`config.mk`:
```
export PLATFORM = sky130hd
export DESIGN_NAME = fifo_param_flat
export DESIGN_NICKNAME = d
export VERILOG_FILES = /design/src/rtl/fifo_param_if.sv /design/src/rtl/fifo_param.sv /design/src/flat_wrapper.sv
export SDC_FILE = /design/constraint.sdc
export NUM_CORES = 1
export LEC_CHECK = 0
export ABC_CLOCK_PERIOD_IN_PS = 4000
export CAP_MARGIN = 25
export CORE_UTILIZATION = 25
export CTS_CLUSTER_SIZE = 20
export DETAILED_ROUTE_END_ITERATION = 16
export PLACE_DENSITY_LB_ADDON = 0.1
export SLEW_MARGIN = 20
export SYNTH_ARGS = -nofsm -noshare
export SYNTH_HDL_FRONTEND = slang
export SYNTH_SLANG_ARGS = --single-unit
```
`constraint.sdc`:
```
create_clock -name clk -period 4 [get_ports clk]
set_input_delay 0.6 -clock clk [delete_from_list [all_inputs] [get_ports clk]]
set_output_delay 0.6 -clock clk [all_outputs]
set_load 0.01 [all_outputs]
```
`src/rtl/fifo_param_if.sv`:
```
// Handshake, status and error signals of fifo_param grouped into one bundle.
// The peak port exists only when FIFO_PEAK_EN is defined.
interface fifo_param_if #(
   parameter int DATA_W = 10,
   parameter int ADDR_W = 3
);
   logic              wr_en;
   logic [DATA_W-1:0] data_in;
   logic              rd_en;
   logic [ADDR_W:0]   umbral_bajo;
   logic [ADDR_W:0]   umbral_alto;
   logic              err_clr;
   logic [DATA_W-1:0] data_out;
   logic              rd_valid;
   logic [ADDR_W:0]   count;
   logic              full;
   logic              empty;
   logic              almost_full;
   logic              almost_empty;
   logic              overflow;
   logic              underflow;
`ifdef FIFO_PEAK_EN
   logic [ADDR_W:0]   peak;
`endif

   modport master (
      output wr_en, data_in, rd_en, umbral_bajo, umbral_alto, err_clr,
      input  data_out, rd_valid, count, full, empty, almost_full, almost_empty,
             overflow, underflow
`ifdef FIFO_PEAK_EN
      , input peak
`endif
   );

   modport slave (
      input  wr_en, data_in, rd_en, umbral_bajo, umbral_alto, err_clr,
      output data_out, rd_valid, count, full, empty, almost_full, almost_empty,
             overflow, underflow
`ifdef FIFO_PEAK_EN
      , output peak
`endif
   );
endinterface

```
`src/rtl/fifo_param.sv`:
```
// Synchronous FIFO with registered read data, threshold flags and sticky errors.
// Define FIFO_PEAK_EN to add the peak-occupancy tracker.
module fifo_param #(
   parameter int DATA_W = 10,
   parameter int ADDR_W = 3
) (
   input  logic         clk,
   input  logic         reset,
   fifo_param_if.slave  bus
);
   localparam int              DEPTH   = 2 ** ADDR_W;
   localparam logic [ADDR_W:0] DEPTH_C = (ADDR_W + 1)'(DEPTH);

   logic [DATA_W-1:0] mem [DEPTH];
   logic [ADDR_W-1:0] wr_ptr, rd_ptr;
   logic [ADDR_W:0]   count_q, count_next;
   logic [DATA_W-1:0] data_out_q;
   logic              rd_valid_q, overflow_q, underflow_q;
   logic              full, empty, rd_ok, wr_ok;

   // NOTE: every always_comb output gets a default first so no latch is inferred.
   always_comb begin
      full       = (count_q == DEPTH_C);
      empty      = (count_q == '0);
      rd_ok      = bus.rd_en && !empty;
      wr_ok      = bus.wr_en && (!full || rd_ok);
      count_next = count_q;
      if (wr_ok && !rd_ok)
         count_next = count_q + 1'b1;
      else if (rd_ok && !wr_ok)
         count_next = count_q - 1'b1;
   end

   // NOTE: the storage array has no reset; only pointers and count define its contents.
   always_ff @(posedge clk) begin
      if (reset && wr_ok)
         mem[wr_ptr] <= bus.data_in;
   end

   // NOTE: sequential state uses non-blocking assignments so all registers see pre-edge values.
   always_ff @(posedge clk) begin
      if (!reset) begin
         wr_ptr      <= '0;
         rd_ptr      <= '0;
         count_q     <= '0;
         data_out_q  <= '0;
         rd_valid_q  <= 1'b0;
         overflow_q  <= 1'b0;
         underflow_q <= 1'b0;
      end else begin
         if (wr_ok)
            wr_ptr <= wr_ptr + 1'b1;
         if (rd_ok) begin
            data_out_q <= mem[rd_ptr];
            rd_ptr     <= rd_ptr + 1'b1;
         end
         rd_valid_q  <= rd_ok;
         count_q     <= count_next;
         // A fresh error in the same cycle as err_clr keeps the flag set.
         overflow_q  <= (overflow_q  && !bus.err_clr) || (bus.wr_en && !wr_ok);
         underflow_q <= (underflow_q && !bus.err_clr) || (bus.rd_en && empty);
      end
   end

`ifdef FIFO_PEAK_EN
   logic [ADDR_W:0] peak_q;

   always_ff @(posedge clk) begin
      if (!reset || bus.err_clr)
         peak_q <= '0;
      else if (count_next > peak_q)
         peak_q <= count_next;
   end

   assign bus.peak = peak_q;
`endif

   assign bus.data_out     = data_out_q;
   assign bus.rd_valid     = rd_valid_q;
   assign bus.count        = count_q;
   assign bus.full         = full;
   assign bus.empty        = empty;
   assign bus.almost_full  = (count_q >= bus.umbral_alto);
   assign bus.almost_empty = (count_q <= bus.umbral_bajo);
   assign bus.overflow     = overflow_q;
   assign bus.underflow    = underflow_q;
endmodule
```
`src/flat_wrapper.sv`:
```
// flat-port wrapper written by rule: the top's interface ports become plain ports
module fifo_param_flat 
#(
   parameter int DATA_W = 10,
   parameter int ADDR_W = 3
)
  (clk, reset, bus_wr_en, bus_data_in, bus_rd_en, bus_umbral_bajo, bus_umbral_alto, bus_err_clr, bus_data_out, bus_rd_valid, bus_count, bus_full, bus_empty, bus_almost_full, bus_almost_empty, bus_overflow, bus_underflow);
  fifo_param_if #(.DATA_W(DATA_W), .ADDR_W(ADDR_W)) bus_i ();
  input  logic clk;
  input  logic reset;
  input wire logic [$bits(bus_i.wr_en)-1:0] bus_wr_en;
  input wire logic [$bits(bus_i.data_in)-1:0] bus_data_in;
  input wire logic [$bits(bus_i.rd_en)-1:0] bus_rd_en;
  input wire logic [$bits(bus_i.umbral_bajo)-1:0] bus_umbral_bajo;
  input wire logic [$bits(bus_i.umbral_alto)-1:0] bus_umbral_alto;
  input wire logic [$bits(bus_i.err_clr)-1:0] bus_err_clr;
  output wire logic [$bits(bus_i.data_out)-1:0] bus_data_out;
  output wire logic [$bits(bus_i.rd_valid)-1:0] bus_rd_valid;
  output wire logic [$bits(bus_i.count)-1:0] bus_count;
  output wire logic [$bits(bus_i.full)-1:0] bus_full;
  output wire logic [$bits(bus_i.empty)-1:0] bus_empty;
  output wire logic [$bits(bus_i.almost_full)-1:0] bus_almost_full;
  output wire logic [$bits(bus_i.almost_empty)-1:0] bus_almost_empty;
  output wire logic [$bits(bus_i.overflow)-1:0] bus_overflow;
  output wire logic [$bits(bus_i.underflow)-1:0] bus_underflow;
  assign bus_i.wr_en = bus_wr_en;
  assign bus_i.data_in = bus_data_in;
  assign bus_i.rd_en = bus_rd_en;
  assign bus_i.umbral_bajo = bus_umbral_bajo;
  assign bus_i.umbral_alto = bus_umbral_alto;
  assign bus_i.err_clr = bus_err_clr;
  assign bus_data_out = bus_i.data_out;
  assign bus_rd_valid = bus_i.rd_valid;
  assign bus_count = bus_i.count;
  assign bus_full = bus_i.full;
  assign bus_empty = bus_i.empty;
  assign bus_almost_full = bus_i.almost_full;
  assign bus_almost_empty = bus_i.almost_empty;
  assign bus_overflow = bus_i.overflow;
  assign bus_underflow = bus_i.underflow;
  fifo_param #(.DATA_W(DATA_W), .ADDR_W(ADDR_W)) u_core (.clk(clk), .reset(reset), .bus(bus_i));
endmodule
```
# Word-level counts from Yosys, hierarchy flattened
# Memories as Yosys holds them, arrays and structs flattened. A register that Yosys moved wholly into a read port is not among the register bits.
# Cells that the tools add are included.
# totals
ff_bits,13
mem_bits_rw,80
inputBits,23
output_inout_bits,21
elab_cells,38
mem_count,1
# op_classes
addsub,4
n_lt_le_gt_ge,2
eq_ne,1
muxes,4
reduce_logical,20
# mem_list
memory,words,word_bits,rd,rd_clocked_by_memory_dff,write_ports,line_no,text
u_core.mem,8,10,1,1,1,fifo_param.sv:14,logic [DATA_W-1:0] mem [DEPTH];
# op_table
op,count
logical AND 1 bit,9
2-to-1 mux 4 bit,2
adder 3 x 1 -> 3 bit (second input constant),2
zero test 1 bit,6
adder 4 x 1 -> 4 bit (second input constant),1
== test 4 bit (second input constant),1
greater-or-equal comparator 4 bit,1
<= comparator 4 bit,1
zero test 4 bit,1
subtractor 4 x 1 -> 4 bit (second input constant),1
logical OR 1 bit,3
2-to-1 mux 1 bit,2
nonzero test 2 bit,1

# Logic depth before layout (Yosys ltp)
# Gate-level depths: netlist of the first run.
# logic_depth
depth_word,9
mapped_depth,11

# Least setup slack after synthesis of the first run
# OpenSTA, ideal clock, no wires.
# synth_timing
path_kind,reg-to-reg
startpoint,"reg u_core.count_q[0], in the netlist u_core.bus.count[0]"
endpoint,"reg u_core.count_q[3], in the netlist u_core.bus.count[3]"
setup_time_ns,0.072
t_arrival_ns,2.451
t_required_ns,3.928
slack_ns,1.477
stages_incl_launch_ff,11
n_path_buf,0
synth_period_minus_slack_ns,2.523
cell_sequence,dfxtp_1 -> or4b_4 -> o21ai_4 -> inv_2 -> ha_1 -> inv_1 -> ha_1 -> a21oi_1 -> a211oi_1 -> a31oi_1 -> mux2i_1
# synth_between
elab_chain_cells,8
# synth_lines
element,line_no,text
"start, declared",fifo_param.sv:16,"logic [ADDR_W:0] count_q, count_next;"
"start signal, assigned",fifo_param.sv:58,count_q <= count_next;
"parallel branches: the longest is 8 deep, another holds subtractor 4 x 1 -> 4 bit",n/a,
# Parallel ways; which one is timed is not known. The select of a mux whose other input is x is not followed.
# A chain may end at the register's enable or synchronous reset.

# Worst setup path in the final report of the first run
# layout_timing
startpoint,in bus_umbral_bajo[1]
endpoint,out bus_almost_empty
# layout_between
elab_chain_cells,1
# layout_lines
element,line_no,text
"start, declared",flat_wrapper.sv:14,input wire logic [$bits(bus_i.umbral_bajo)-1:0] bus_umbral_bajo;
<= comparator 4 bit,fifo_param.sv:84,assign bus.almost_empty = (count_q <= bus.umbral_bajo);
"end, declared",flat_wrapper.sv:23,output wire logic [$bits(bus_i.almost_empty)-1:0] bus_almost_empty;
# No other way between the ends.

==> impl_metrics.env, run 1 <==
export IMPL_cts_buffers=9
export IMPL_drtIter0Drc=92
export IMPL_hold_viol_final=0
export IMPL_cts_resized=0
export IMPL_synth_common_cells="edfxtp_1, dfxtp_1, mux4_2"
export IMPL_cts_setup_buffers=0
export IMPL_power_mw=3.03
export IMPL_gp_congestion=0.717
export IMPL_cts_hold_buf=0
export IMPL_cts_max_level=3
export IMPL_cts_max_path_buffers=2
export IMPL_synth_top_area_share_pct=57.6
export IMPL_netlist_area_um2=4170
export IMPL_p_leak_nw=1.77
export IMPL_portBuffers=43
export IMPL_critPathMaxFanout=2
export IMPL_layout_drive_gt1_share_pct=17.3
export IMPL_wl_per_cell_um=17.0
export IMPL_setup_violations=0
export IMPL_worstMarginPinSlew_ps=684
export IMPL_seq_area_frac_synth_pct=68.6
export IMPL_rsz0062_at_grt="no"
export IMPL_synthArstFlopShare_pct=0
export IMPL_fp_dieW_um=131
export IMPL_grt_max_degree=23
export IMPL_p_per_area_nw_per_um2=577
export IMPL_startpoint_type="input pin"
export IMPL_slew_viol_final=0
export IMPL_worstPathArrival_ps=2520
export IMPL_via_per_inst=4.29
export IMPL_grt_overflow_total=0
export IMPL_drc=0
export IMPL_end_kind="primary output"
export IMPL_grt_pass1_vias=2231
export IMPL_dr_pass1_iters=6
export IMPL_fmax_mhz=321
export IMPL_required_ps=3400
export IMPL_fp_dieH_um=131
export IMPL_outcome="finished, final reports clean"
export IMPL_hold_class="flop to flop"
export IMPL_slew_headroom_pct=54.0
export IMPL_synth_most_common_cell="edfxtp_1"
export IMPL_highest_layer="met4"
export IMPL_fin_nets=350
export IMPL_synth_edff_count=80
export IMPL_synth_area_leaders="edfxtp_1, dfxtp_1, mux4_2"
export IMPL_wl_met2_mm=4.42
export IMPL_core_area_um2=16100
export IMPL_cts_reportedPaths_clkPinSlew_ps=70
export IMPL_cts_sinks=103
export IMPL_ys_flop_type="edfxtp_1"
export IMPL_syn_to_final_growth_pct=25.8
export IMPL_grt_pass1_wl_mm=14.0
export IMPL_layout_min_cycle_time_ps=3120
export IMPL_wl_met1_mm=4.06
export IMPL_boundaryPins=44
export IMPL_synth_warnings=0
export IMPL_r2r_cells=10
export IMPL_antenna_found_initial=0
export IMPL_fin_crit_sh_pct=77.9
export IMPL_setup_tns_ps=0
export IMPL_die_area_um2=17200
export IMPL_finalClockSkew_ps=10.7
export IMPL_routed_via_count=2291
export IMPL_ys_ff_latch=103
export IMPL_cts_tree="built"
export IMPL_wl_met3_um=469
export IMPL_start_util_pct=26.0
export IMPL_yosys_cell_types_count=35
export IMPL_ant_nets=0
export IMPL_synth_nets=293
export IMPL_avgSynthCellArea_um2=16.3
export IMPL_peakVddDrop_uv=239
export IMPL_synthCells=256
export IMPL_drv_cap=0
export IMPL_worstSkewPairLatency_ps=350
export IMPL_rows=46
export IMPL_dp_final_hpwl_mm=5.63
export IMPL_criticalPathCategory="input pin to primary output"
export IMPL_yosysTopAreaCell="edfxtp_1"
export IMPL_diodes=0
export IMPL_wirelength_mm=9.06
export IMPL_track_usage_pct=11.3
export IMPL_cts_root_buf="clkbuf_16"
export IMPL_hold_depth=2
[cell type report]
cell class	count	area (um2)
fillers	1593	10800
clock inverters	6	66.3
inverters	11	41.3
well taps	216	270
flip-flops and latches	103	2860
repair buffers	57	543
multi-input cells	131	1230
clock buffers	10	229
[worst paths after layout]
check / slack (ps) / from / end
worst min register to register: 510 / u_core.bus.data_out[4] / u_core.bus.data_out[4]
worst max-delay path: 880 / bus_umbral_bajo[1] / bus_almost_empty
worst min-delay path: 510 / u_core.bus.data_out[4] / u_core.bus.data_out[4]
worst max register to register: 1190 / u_core.bus.count[0] / u_core.bus.count[3]
[per-layer routing]
metal | up-vias | GRT usage, %
li1 | 1100 | -
met1 | 1132 | 14.8
met2 | 51 | 17.6
met3 | 8 | 3.70
met4 | 0 | 3.33
met5 | - | 0
[critical path: stages]
cell             delay [ps]
clkdlybuf4s50_1         450
inv_1                    40
ha_1                    270
nor2b_1                 130
o21a_1                  160
o21a_1                  150
o21ai_0                 150
clkdlybuf4s50_1         560
[metrics by stage]
stage               worst slack, ps  instances  hold WS (ps)  util, %  instance area (um2)
floorplan                      1480        256           506        -                 4170
global placement                889        517           499     30.7                 4940
detailed placement              885        517           499     30.7                 4940
CTS                             859        533           519     32.6                 5230
global route                    788        534           552     32.7                 5250
finish                          883        534           512     32.7                 5250
[registers in the layout, indices dropped and copies added, names as in the netlist]
name and cells:
u_core.mem 80, u_core.bus.data_out 10, u_core.bus.count 4, u_core.rd_ptr 3, u_core.wr_ptr 3, u_core.bus.overflow 1
u_core.bus.rd_valid 1, u_core.bus.underflow 1
[layout by cell type, fill, tap and decap left out, types with 2 or more instances in the layout]
cell / Yosys / final
edfxtp_1: 80 / 80
clkdlybuf4s50_1: 0 / 43
dfxtp_1: 23 / 23
mux4_2: 20 / 20
nor2_1: 14 / 14
ha_1: 13 / 13
buf_4: 0 / 13
o21ai_0: 12 / 12
inv_1: 10 / 10
o22ai_1: 10 / 10
nand2_1: 9 / 9
clkbuf_16: 0 / 9
nor2b_1: 7 / 7
and2_1: 6 / 6
nor3_1: 4 / 4
xnor2_1: 4 / 4
o21a_1: 3 / 3
nand2b_1: 3 / 3
a21o_1: 3 / 3
mux2i_1: 3 / 3
a21oi_1: 3 / 3
nand3_1: 2 / 2
nor4_2: 0 / 2
[power breakdown]
| group | internal (mW) | leakage [nW] | switching, mW |
|---|---|---|---|
| logic | 0.455 | 0.721 | 0.370 |
| clock network | 0.489 | 0.142 | 0.388 |
| registers | 1.24 | 0.912 | 0.0829 |
| total | 2.19 | 1.77 | 0.841 |
[logic make-up after synthesis]
kind of cell | Yosys count | synth area share [%]
mux | 23 | 11.5
buf+inv | 22 | 2.07
compound gates | 37 | 5.82
simple gates | 52 | 6.51
xor+xnor | 5 | 1.05
flops | 103 | 68.6
fa+ha+maj | 14 | 4.38
(Power assumes the default switching activity.)
==> run 2, diff against run 1 <==
--- a/config.mk
+++ b/config.mk
@@ -5,7 +5,7 @@
 export SDC_FILE = /design/constraint.sdc
 export NUM_CORES = 1
 export LEC_CHECK = 0
-export ABC_CLOCK_PERIOD_IN_PS = 4000
+export ABC_CLOCK_PERIOD_IN_PS = 2750
 export CAP_MARGIN = 25
 export CORE_UTILIZATION = 25
 export CTS_CLUSTER_SIZE = 20
==> constraint.sdc (replaced) <==
create_clock -name clk -period 2.75 [get_ports clk]
set_input_delay 0.4125 -clock clk [delete_from_list [all_inputs] [get_ports clk]]
set_output_delay 0.4125 -clock clk [all_outputs]
set_load 0.01 [all_outputs]
==> impl_metrics.env, run 2 (synthesis results as in run 1) <==
export IMPL_drtIter0Drc=98
export IMPL_grt_pass1_vias=2372
export IMPL_power_frac_seq_pct=43.0
export IMPL_drc=0
export IMPL_cts_reportedPaths_clkPinSlew_ps=70
export IMPL_worstSkewPairLatency_ps=350
export IMPL_dr_pass1_iters=4
export IMPL_layout_min_cycle_time_ps=2490
export IMPL_p_sw_share_pct=28.9
export IMPL_boundaryPins=44
export IMPL_required_ps=3030
export IMPL_max_flop_register="u_core.mem"
export IMPL_die_area_um2=17200
export IMPL_start_util_pct=26.0
export IMPL_p_leak_nw=1.79
export IMPL_ant_nets=0
export IMPL_setup_tns_ps=0
export IMPL_rsz0062_at_grt="no"
export IMPL_clockPowerShare_pct=27.8
export IMPL_cts_sinks=103
export IMPL_startpoint_type="flop"
export IMPL_p_per_area_nw_per_um2=833
export IMPL_fin_nets=353
export IMPL_wirelength_mm=9.29
export IMPL_dp_final_hpwl_mm=5.62
export IMPL_crit_end="u_core.bus.count[3]"
export IMPL_path_buf_inv=2
export IMPL_p_sw_mw=1.27
export IMPL_worst_path_stages=10
export IMPL_r2r_cells=10
export IMPL_syn_to_final_growth_pct=26.2
export IMPL_finalClockSkew_ps=9.77
export IMPL_rrSetupSlack_ps=260
export IMPL_portBuffers=43
export IMPL_reg2reg_from="u_core.bus.count[0]"
export IMPL_wl_per_cell_um=17.3
export IMPL_r2r_end="u_core.bus.count[3]"
export IMPL_post_dp_cell_area_um2=4980
export IMPL_layout_drive_gt1_share_pct=18.4
export IMPL_worstPathArrival_ps=2770
export IMPL_cp_slowest_cell="or4b_4"
export IMPL_drv_cap=0
export IMPL_antenna_found_initial=0
export IMPL_critPathMaxStageDelay_ps=580
export IMPL_fin_crit_sh_pct=90.5
export IMPL_cts_tree="built"
export IMPL_core_area_um2=16100
export IMPL_cts_buffers=9
export IMPL_track_usage_pct=11.6
export IMPL_outcome="finished, final reports clean"
export IMPL_via_per_inst=4.26
export IMPL_dp_slack_ps=-11.6
export IMPL_routed_via_count=2286
export IMPL_rows=46
export IMPL_hold_class="flop to flop"
export IMPL_nFillCells=1596
export IMPL_cts_max_level=3
export IMPL_end_kind="flop"
export IMPL_fin_util_pct=32.8
export IMPL_hold_viol_final=0
export IMPL_p_int_mw=3.12
export IMPL_setup_violations=0
export IMPL_fp_dieH_um=131
export IMPL_fin_ws_ps=261
export IMPL_gp_congestion=0.684
export IMPL_final_cell_mix="edfxtp_1, clkdlybuf4s50_1, dfxtp_1"
export IMPL_peakVddDrop_uv=371
export IMPL_worstMarginPinSlew_ps=700
export IMPL_slew_viol_final=0
export IMPL_p_comb_share_pct=29.3
export IMPL_grt_max_degree=28
export IMPL_final_common_cell="edfxtp_1"
export IMPL_grt_pass1_wl_mm=14.5
export IMPL_fmax_mhz=402
export IMPL_cp_common_cell="ha_1"
export IMPL_criticalPathCategory="flop to flop"
export IMPL_path_delay_family="compound AO/OA/AOI/OAI gates"
export IMPL_cts_max_path_buffers=2
export IMPL_slew_headroom_pct=53.3
export IMPL_path_cells="or4b_4, o21ai_4, inv_2, ha_1, inv_1, ha_1, a21oi_1, a211oi_1, a31oi_1, mux2i_1"
export IMPL_cts_root_buf="clkbuf_16"
export IMPL_fp_dieW_um=131
export IMPL_final_cell_area_um2=5260
export IMPL_largest_register_ffs=80
export IMPL_hold_depth=2
export IMPL_diodes=0
export IMPL_cts_hold_buf=0
export IMPL_grt_overflow_total=0
export IMPL_crit_start="u_core.bus.count[0]"
export IMPL_critPathMaxFanout=4
[run 2: cell count changes in the layout (fill, tap and decap cells not counted)]
cell             change
buf_12               +1
inv_6                +1
dlygate4sd2_1        +1
dlymetal6s2s_1       +1
clkinv_2             -1
buf_6                +1
clkdlybuf4s50_1      -2
buf_8                -1
clkinvlp_4           +2
bufinv_16            -1
clkbuf_1             -1
buf_4                +2
[run 2: worst reg2reg max path: stages, from the launching register on]
cell,delay (ps)
dfxtp_1,320
or4b_4,580
o21ai_4,160
inv_2,80
ha_1,190
inv_1,130
ha_1,290
a21oi_1,190
a211oi_1,90
a31oi_1,190
mux2i_1,190
[run 2: layout make-up]
type,count,area (um2),area share (%)
flip-flops and latches,103,2860,54.4
multi-input cells,131,1230,23.4
repair buffers,60,576,10.9
well taps,216,270,5.13
clock buffers,9,225,4.28
clock inverters,7,55.1,1.05
inverters,11,41.3,0.784
[run 2: power groups by stage]
| stage | Combinational, mW | Sequential [mW] | Clock (mW) |
|---|---|---|---|
| finish | 1.28 | 1.88 | 1.22 |
| global route | 1.43 | 1.90 | 1.33 |
| CTS | 1.33 | 1.89 | 1.27 |
| detailed placement | 1.32 | 1.92 | 0 |
| global placement | 1.31 | 1.92 | 0 |
| floorplan | 0.733 | 1.97 | 0 |
[run 2: how the worst min path moves through the flow]
stage                           start  slack, ps                endpoint
2_1_floorplan        u_core.wr_ptr[1]        510        u_core.wr_ptr[1]
4_1_cts        u_core.bus.data_out[6]        520  u_core.bus.data_out[6]
3_3_place_gp   u_core.bus.data_out[4]        500  u_core.bus.data_out[4]
6_report       u_core.bus.data_out[6]        510  u_core.bus.data_out[6]
3_5_place_dp   u_core.bus.data_out[6]        500  u_core.bus.data_out[6]
5_1_grt        u_core.bus.data_out[6]        550  u_core.bus.data_out[6]
[run 2: repair_timing]
item / in CTS / in global routing
setup endpoints to repair: 2 / 1
buffers inserted: 0 / 0
resized for setup: 2 / 1
[run 2: per-stage QoR]
step                      power [mW]  std cells  hold slack, ps
final                           4.38        537             513
after floorplan                 2.70        256             506
after CTS                       4.48        537             520
after detailed placement        3.24        521             497
after global placement          3.24        521             498
after global routing            4.66        537             547
[run 2: metal layers]
layer / up-vias / wire (um) / global-route usage [%]
met5: - / 0 / 0
met4: 0 / 112 / 3.53
met3: 11 / 284 / 3.59
met2: 30 / 4480 / 18.5
met1: 1140 / 4410 / 15.1
li1: 1105 / - / -
==> run 3, diff against run 2 <==
--- a/config.mk
+++ b/config.mk
@@ -10,6 +10,7 @@
 export CORE_UTILIZATION = 25
 export CTS_CLUSTER_SIZE = 20
 export DETAILED_ROUTE_END_ITERATION = 16
+export MAX_ROUTING_LAYER = met4
 export PLACE_DENSITY_LB_ADDON = 0.1
 export SLEW_MARGIN = 20
 export SYNTH_ARGS = -nofsm -noshare
==> impl_metrics.env, run 3 (synthesis results as in run 1) <==
export IMPL_drtIter0Drc=87
export IMPL_worstSkewPairLatency_ps=360
export IMPL_fp_dieW_um=131
export IMPL_drc=0
export IMPL_diodes=0
export IMPL_worstMarginPinSlew_ps=676
export IMPL_cts_buffers=9
export IMPL_p_comb_share_pct=29.2
export IMPL_layout_drive_gt1_share_pct=18.4
export IMPL_rows=46
export IMPL_wirelength_mm=9.28
export IMPL_crit_start="u_core.bus.count[0]"
export IMPL_dp_final_hpwl_mm=5.62
export IMPL_cts_max_path_buffers=2
export IMPL_crit_end="u_core.bus.count[3]"
export IMPL_nFillCells=1596
export IMPL_p_int_mw=3.12
export IMPL_dr_pass1_iters=4
export IMPL_gp_congestion=0.694
export IMPL_slew_headroom_pct=54.9
export IMPL_stdcell_count=537
export IMPL_criticalPathCategory="flop to flop"
export IMPL_wl_per_cell_um=17.3
export IMPL_final_cell_mix="edfxtp_1, clkdlybuf4s50_1, dfxtp_1"
export IMPL_cts_sinks=103
export IMPL_fmax_mhz=402
export IMPL_end_kind="flop"
export IMPL_slew_viol_final=0
export IMPL_hold_slack_ps=513
export IMPL_wl_met1_mm=4.40
export IMPL_finalClockSkew_ps=12.1
export IMPL_highest_layer="met4"
export IMPL_cts_tree="built"
export IMPL_ant_nets=0
export IMPL_outcome="finished, final reports clean"
export IMPL_clockPowerShare_pct=27.7
export IMPL_rsz0062_at_grt="no"
export IMPL_required_ps=3030
export IMPL_final_common_cell="edfxtp_1"
export IMPL_power_mw=4.38
export IMPL_wl_met3_um=262
export IMPL_wl_met2_mm=4.48
export IMPL_core_area_um2=16100
export IMPL_cts_max_level=3
export IMPL_die_area_um2=17200
export IMPL_grt_max_degree=28
export IMPL_fp_dieH_um=131
export IMPL_power_frac_seq_pct=43.0
export IMPL_boundaryPins=44
export IMPL_p_per_area_nw_per_um2=833
export IMPL_post_place_cells=521
export IMPL_syn_to_final_growth_pct=26.2
export IMPL_p_leak_nw=1.79
export IMPL_p_sw_mw=1.27
export IMPL_layout_min_cycle_time_ps=2490
export IMPL_reg2reg_from="u_core.bus.count[0]"
export IMPL_portBuffers=43
export IMPL_cts_setup_buffers=0
export IMPL_hold_viol_final=0
export IMPL_largest_register_ffs=80
export IMPL_critPathMaxFanout=4
export IMPL_cts_hold_buf=0
export IMPL_grt_pass1_wl_mm=14.5
export IMPL_start_util_pct=26.0
export IMPL_worstPathArrival_ps=2770
export IMPL_cts_root_buf="clkbuf_16"
export IMPL_rrSetupSlack_ps=260
export IMPL_fin_util_pct=32.8
export IMPL_track_usage_pct=12.0
export IMPL_max_flop_register="u_core.mem"
export IMPL_post_dp_cell_area_um2=4980
export IMPL_startpoint_type="flop"
export IMPL_fin_nets=353
export IMPL_hp_start="u_core.bus.data_out[6]"
export IMPL_routed_via_count=2283
export IMPL_fin_crit_sh_pct=90.5
export IMPL_grt_overflow_total=0
export IMPL_cts_resized=2
export IMPL_via_per_inst=4.25
export IMPL_cts_reportedPaths_clkPinSlew_ps=70
export IMPL_setup_violations=0
export IMPL_r2r_cells=10
export IMPL_p_sw_share_pct=28.9
export IMPL_r2r_end="u_core.bus.count[3]"
export IMPL_drv_cap=0
export IMPL_peakVddDrop_uv=371
export IMPL_grt_pass1_vias=2376
export IMPL_final_cell_area_um2=5260
export IMPL_antenna_found_initial=0
export IMPL_hold_class="flop to flop"
[run 3: cell counts in the layout (fill, tap and decap cells not counted)]
No cell type changed its count.
[run 3: layout make-up]
class,count,area [um2],area share (%)
flip-flops and latches,103,2860,54.4
multi-input cells,131,1230,23.4
repair buffers,60,576,10.9
well taps,216,270,5.13
clock buffers,9,225,4.28
clock inverters,7,55.1,1.05
inverters,11,41.3,0.784
[run 3: worst max-delay path, cell delays in order (launching register included)]
cell      delay, ps
dfxtp_1         320
or4b_4          580
o21ai_4         160
inv_2            80
ha_1            190
inv_1           130
ha_1            290
a21oi_1         190
a211oi_1         90
a31oi_1         190
mux2i_1         190
[run 3: per-stage QoR]
stage | worst slack [ps] | setup TNS (ps)
detailed placement | -11.6 | -11.6
global placement | 7.52 | 0
floorplan | 227 | 0
CTS | 6.77 | 0
finish | 261 | 0
global route | 56.8 | 0
[run 3: power groups by stage]
stage | Combinational [mW] | Sequential [mW] | Clock, mW
2_1_floorplan | 0.733 | 1.97 | 0
6_report | 1.28 | 1.89 | 1.22
3_3_place_gp | 1.31 | 1.92 | 0
3_5_place_dp | 1.32 | 1.92 | 0
5_1_grt | 1.43 | 1.90 | 1.33
4_1_cts | 1.33 | 1.89 | 1.27
[run 3: how the worst min path moves through the flow]
stage | end | slack (ps) | cells past startpoint
after floorplan | u_core.wr_ptr[1] | 510 | 2
after global placement | u_core.bus.data_out[4] | 500 | 2
after detailed placement | u_core.bus.data_out[6] | 500 | 2
after CTS | u_core.bus.data_out[6] | 520 | 2
after global routing | u_core.bus.data_out[6] | 550 | 2
final | u_core.bus.data_out[6] | 510 | 2
[run 3: layer usage]
metal,global-route usage (%),vias up
li1,-,1106
met1,15.2,1138
met2,18.4,29
met3,3.24,10
met4,3.92,0
met5,-,-
